<file path="config.mk">
export PLATFORM = sky130hd
export DESIGN_NAME = hq_ml_detector
export DESIGN_NICKNAME = d
export VERILOG_FILES = /design/src/rtl/hq_ml_detector.sv
export SDC_FILE = /design/constraint.sdc
export NUM_CORES = 2
export LEC_CHECK = 0
export ABC_CLOCK_PERIOD_IN_PS = 16500
export BUFFER_PORTS_ARGS = -buffer_cell sky130_fd_sc_hd__buf_2
export CORE_AREA = 2 2 340 174
export DETAILED_ROUTE_END_ITERATION = 8
export DIE_AREA = 0 0 342 176
export HOLD_SLACK_MARGIN = 0.08
export PLACE_DENSITY_LB_ADDON = 0.2
export SLEW_MARGIN = 15
export SYNTH_ARGS = -nofsm -noshare
export SYNTH_HDL_FRONTEND = slang
export SYNTH_SLANG_ARGS = --single-unit
</file>
<file path="constraint.sdc">
create_clock -name clk -period 16.5 [get_ports clk]
set_input_delay 1.65 -clock clk [delete_from_list [all_inputs] [get_ports clk]]
set_output_delay 1.65 -clock clk [all_outputs]
set_load 0.03 [all_outputs]
</file>
<file path="src/rtl/hq_ml_detector.sv">
// Maximum-likelihood decision stage: accumulates |y - colsum(Hq)|^2 for 16 candidates
// streamed from the Hq generator and reports the minimum-distance index.
module hq_ml_detector #(
  parameter int unsigned Q         = 8,
  parameter int unsigned N         = 16,
  parameter int unsigned ACC_WIDTH = 32
) (
  input  logic                 clk,
  input  logic                 rst_n,
  input  logic                 start_i,
  input  logic                 y_in_valid_i,
  input  logic [N-1:0]         y_in_r_i,
  input  logic [N-1:0]         y_in_i_i,
  input  logic                 hq_in_valid_i,
  input  logic [N-1:0]         hq_in_r_i,
  input  logic [N-1:0]         hq_in_i_i,
  output logic                 busy_o,
  output logic                 det_valid_o,
  output logic [3:0]           q_hat_o,
  output logic [ACC_WIDTH-1:0] d_min_o
);

  localparam int unsigned SqW  = 2 * N + 5;
  localparam int unsigned SumW = ((SqW > ACC_WIDTH) ? SqW : ACC_WIDTH) + 1;
  localparam logic [ACC_WIDTH-1:0] AccMax = '1;

  typedef enum logic [1:0] {StIdle, StLoadY, StAccum, StDone} state_e;

  state_e               state_q, state_d;
  logic [1:0]           y_cnt_q, y_cnt_d;
  logic                 j_q, j_d;
  logic [1:0]           i_q, i_d;
  logic [3:0]           q_q, q_d;
  logic [N-1:0]         y_r_q [4];
  logic [N-1:0]         y_r_d [4];
  logic [N-1:0]         y_i_q [4];
  logic [N-1:0]         y_i_d [4];
  logic [N-1:0]         hold_r_q, hold_r_d, hold_i_q, hold_i_d;
  logic [ACC_WIDTH-1:0] acc_q, acc_d;
  logic [ACC_WIDTH-1:0] d_min_q, d_min_d;
  logic [3:0]           q_hat_q, q_hat_d;
  logic                 det_valid_q, det_valid_d;

  logic signed [N:0]     s_r, s_i;
  logic signed [N+1:0]   e_r, e_i;
  logic signed [2*N+3:0] e_r_w, e_i_w, sq_r, sq_i;
  logic [SqW-1:0]        sq_sum, p;
  logic [SumW-1:0]       sum;
  logic [ACC_WIDTH-1:0]  acc_sum;

  // Per-row metric: error between y[i] and the column sum, squared, rescaled, saturated into acc.
  always_comb begin
    s_r     = $signed({hold_r_q[N-1], hold_r_q}) + $signed({hq_in_r_i[N-1], hq_in_r_i});
    s_i     = $signed({hold_i_q[N-1], hold_i_q}) + $signed({hq_in_i_i[N-1], hq_in_i_i});
    e_r     = $signed({{2{y_r_q[i_q][N-1]}}, y_r_q[i_q]}) - $signed({s_r[N], s_r});
    e_i     = $signed({{2{y_i_q[i_q][N-1]}}, y_i_q[i_q]}) - $signed({s_i[N], s_i});
    e_r_w   = {{(N+2){e_r[N+1]}}, e_r};
    e_i_w   = {{(N+2){e_i[N+1]}}, e_i};
    sq_r    = e_r_w * e_r_w;
    sq_i    = e_i_w * e_i_w;
    sq_sum  = {1'b0, sq_r} + {1'b0, sq_i};
    // Sum of squares is non-negative, so a logical shift equals the arithmetic one.
    p       = sq_sum >> Q;
    sum     = SumW'(acc_q) + SumW'(p);
    acc_sum = (sum > SumW'(AccMax)) ? AccMax : sum[ACC_WIDTH-1:0];
  end

  // Next-state logic for the control FSM, counters and result registers.
  always_comb begin
    state_d     = state_q;
    y_cnt_d     = y_cnt_q;
    j_d         = j_q;
    i_d         = i_q;
    q_d         = q_q;
    y_r_d       = y_r_q;
    y_i_d       = y_i_q;
    hold_r_d    = hold_r_q;
    hold_i_d    = hold_i_q;
    acc_d       = acc_q;
    d_min_d     = d_min_q;
    q_hat_d     = q_hat_q;
    det_valid_d = 1'b0;
    unique case (state_q)
      StIdle: begin
        if (start_i) begin
          y_cnt_d = '0;
          j_d     = 1'b0;
          i_d     = '0;
          q_d     = '0;
          acc_d   = '0;
          d_min_d = AccMax;
          q_hat_d = '0;
          state_d = StLoadY;
        end
      end
      StLoadY: begin
        if (y_in_valid_i) begin
          y_r_d[y_cnt_q] = y_in_r_i;
          y_i_d[y_cnt_q] = y_in_i_i;
          y_cnt_d        = y_cnt_q + 2'd1;
          if (y_cnt_q == 2'd3) state_d = StAccum;
        end
      end
      StAccum: begin
        if (hq_in_valid_i) begin
          if (!j_q) begin
            hold_r_d = hq_in_r_i;
            hold_i_d = hq_in_i_i;
            j_d      = 1'b1;
          end else begin
            j_d = 1'b0;
            if (i_q == 2'd3) begin
              // Strict compare: ties keep the earlier (lower) candidate.
              if (acc_sum < d_min_q) begin
                d_min_d = acc_sum;
                q_hat_d = q_q;
              end
              acc_d = '0;
              i_d   = '0;
              q_d   = q_q + 4'd1;
              if (q_q == 4'd15) begin
                state_d     = StDone;
                det_valid_d = 1'b1;
              end
            end else begin
              acc_d = acc_sum;
              i_d   = i_q + 2'd1;
            end
          end
        end
      end
      StDone: begin
        if (!start_i) state_d = StIdle;
      end
      default: state_d = StIdle;
    endcase
  end

  // State and datapath registers; reset aborts any detection in progress.
  always_ff @(posedge clk or negedge rst_n) begin
    if (!rst_n) begin
      state_q     <= StIdle;
      y_cnt_q     <= '0;
      j_q         <= 1'b0;
      i_q         <= '0;
      q_q         <= '0;
      y_r_q       <= '{default: '0};
      y_i_q       <= '{default: '0};
      hold_r_q    <= '0;
      hold_i_q    <= '0;
      acc_q       <= '0;
      d_min_q     <= AccMax;
      q_hat_q     <= '0;
      det_valid_q <= 1'b0;
    end else begin
      state_q     <= state_d;
      y_cnt_q     <= y_cnt_d;
      j_q         <= j_d;
      i_q         <= i_d;
      q_q         <= q_d;
      y_r_q       <= y_r_d;
      y_i_q       <= y_i_d;
      hold_r_q    <= hold_r_d;
      hold_i_q    <= hold_i_d;
      acc_q       <= acc_d;
      d_min_q     <= d_min_d;
      q_hat_q     <= q_hat_d;
      det_valid_q <= det_valid_d;
    end
  end

  assign busy_o      = (state_q != StIdle);
  assign det_valid_o = det_valid_q;
  assign q_hat_o     = q_hat_q;
  assign d_min_o     = d_min_q;

endmodule
</file>
==> impl_metrics.tcl <==
set metrics [dict create \
    status "completed" \
    synth_common_cells "910 x inv_1, 627 x fa_1, 340 x ha_1" \
    cts_hold_buf 0 \
    placed_area_mm2 0.0392 \
    async_flop_share 1.00 \
    cp-start-kind "input port" \
    synth-seq-cells 240 \
    grt_max_degree 87 \
    path_clk_slew_ns 0.07 \
    num_vias 27604 \
    crit_type "in2reg" \
    max-cap-violations 0 \
    critPathMaxFanout 10 \
    path_delay_family "compound AO/OA/AOI/OAI gates" \
    clockBufferDepth 3 \
    post-route-period-util 0.948 \
    place_ws_ns -0.349 \
    yosysUniqueCellTypes 80 \
    synth-seq-area-share 0.162 \
    io_pins 107 \
    syn_area_mm2 0.0374 \
    yosys.cell_count.top_type "inv_1" \
    numPortBuffers 106 \
    max_freq_mhz 64.0 \
    end_kind "flop" \
    syn_avg_cell_area_um2 9.64 \
    synth_top_cell_by_area "fa_1" \
    wire_per_inst_um 19.5 \
    fin_setup_tns_ns 0 \
    nets 5057 \
    groute.usage.overall 0.324 \
    grt-ovfl-total 0 \
    tritoncts "done" \
    setup_ws_ns 0.864 \
    clkLatencyLatePin_ns 0.57 \
    ant_nets 0 \
    areaGrowthSynthToFinish_pct 7.73 \
    worstPathRequired_ns 16.98 \
    timing.final.hold_violations 0 \
    start_util 0.656 \
    fp.dieArea_mm2 0.0602 \
    worst_path_max_delay_cell "fa_1" \
    layout_min_cycle_time_ns 15.64 \
    final_util 0.707 \
    ys_top_cells_by_area "fa_1 34%, dfrtp_1 14%, ha_1 11%" \
    synth.top_cell.area_share 0.336 \
    wl_um 94000 \
    rows 62 \
    drtPass1Iterations 6 \
    dp_hpwl_um 77600 \
    slowest_delay_ns 0.53 \
    root_buffer "clkbuf_16" \
    cts_made_buffers 24 \
    stdcell_area_mm2 0.0403 \
    rsz0062_at_grt "false" \
    synth-edff-count 0 \
    min_path_type "reg2reg" \
    avgViaCountPerCell 5.74 \
    htreeDepth 1 \
    syn-num-nets 4914 \
    max_slew_margin 0.295 \
    die_h_um 176 \
    grt_pass1_wl_um 152000 \
    fp.dieW_um 342 \
    report.final.slew_viol_count 0 \
    antenna_found_initial 4 \
    synth_cells 3878 \
    core_area_mm2 0.0569 \
    grt_pass1_vias 28909 \
    place.gp.congestion 0.989 \
    finClkSkew_ns 0.0356 \
    finalSetupViolCount 0 \
    worst_pin_slew_ns 1.06 \
    cp.arrival_ns 16.12 \
    drc 0 \
    path_buf_inv 11 \
    cpMostUsedCell "fa_1" \
    yosys_warnings 0 \
    drt_iter0_drc 2006 \
    synth_ff_type "dfrtp_1" \
    drive_above_1_share 0.128 \
    clock_sinks 240 \
]
registers in the layout (all words and copies together) (netlist names), 2 cells and up:
name,count
y_i_q,64
y_r_q,64
acc_q,32
d_min_o,32
hold_i_q,16
hold_r_q,16
q_hat_o,4
q_q,4
i_q,2
state_q,2
y_cnt_q,2
through the flow:
step,instances,hold WS [ns]
floorplan,3878,0.450
global placement,4743,0.462
detailed placement,4743,0.471
CTS,4787,0.486
global route,4807,0.518
finish,4808,0.477
layer usage:
layer / global-route usage / vias up / routed length (um)
met5: 0 / - / 27
met4: 0.0817 / 4 / 2790
met3: 0.0680 / 209 / 8340
met2: 0.503 / 1015 / 42100
met1: 0.470 / 13911 / 40700
li1: - / 12465 / -
repair_timing:
action	in CTS	in global routing
buffers inserted	0	20
setup endpoints to repair	0	36
gates resized for setup	0	35
cell families after synthesis:
group	count (synthesis)	synth area share
AOI/OAI and AO/OA	529	0.0942
xor gates and xnor gates	152	0.0356
adders and majority gates	967	0.450
buffers and inverters	1019	0.103
DFF	240	0.162
muxes	170	0.0607
and+or+nand+nor	801	0.0947
cell type report:
type | count | area [um2]
multi-input cells | 2619 | 27600
fillers | 4316 | 16700
flip-flops and latches | 240 | 6050
inverters | 920 | 3460
repair buffers | 216 | 1430
well taps | 768 | 961
clock buffers | 30 | 643
clock inverters | 14 | 109
diodes | 1 | 2.50
worst register-to-register path, delay by kind of cell (launching register included):
kind | cells | cell delay, ns
XOR/XNOR | 3 | 0.65
multiplexers | 1 | 0.55
flip-flops | 1 | 0.54
AO/OA/AOI/OAI | 29 | 5.71
buffers and inverters | 10 | 1.33
AND/OR/NAND/NOR | 9 | 1.75
adder cells (fa/ha/maj) | 12 | 5.03
cell usage in the layout, fill, tap and decap left out, drive strengths merged, types with 9 or more instances in the layout:
master	n
a211o	9
nor3	30
nor2	279
o211ai	11
clkinv	16
ha	340
xnor2	103
a31oi	11
nand2b	35
mux4	32
and3	10
o21bai	23
xor2	49
a2bb2oi	24
inv	915
a21oi	114
o21ai	131
clkbuf	30
nand4	14
or2	11
dfrtp	208
o21a	24
a21o	76
nor2b	24
fa	627
o22a	9
nand3	33
dfstp	32
buf	216
a211oi	14
mux2	133
a22o	13
and2	32
nand2	304
final timing paths:
kind,from,end,slack (ns),cells after the start
setup / recovery,hq_in_i_i[2],d_min_o[29],0.86,64
hold / removal,hold_i_q[14],hold_i_q[14],0.48,2
setup reg to reg,i_q[0],d_min_o[29],0.88,64
hold reg to reg,hold_i_q[14],hold_i_q[14],0.48,2
max in group asynchronous,rst_n,y_i_q[52],13.89,2
min in group asynchronous,rst_n,y_r_q[13],1.08,1
Power is not shown: default switching activity piles up to over one toggle a cycle in this logic, so the estimate is an artifact.
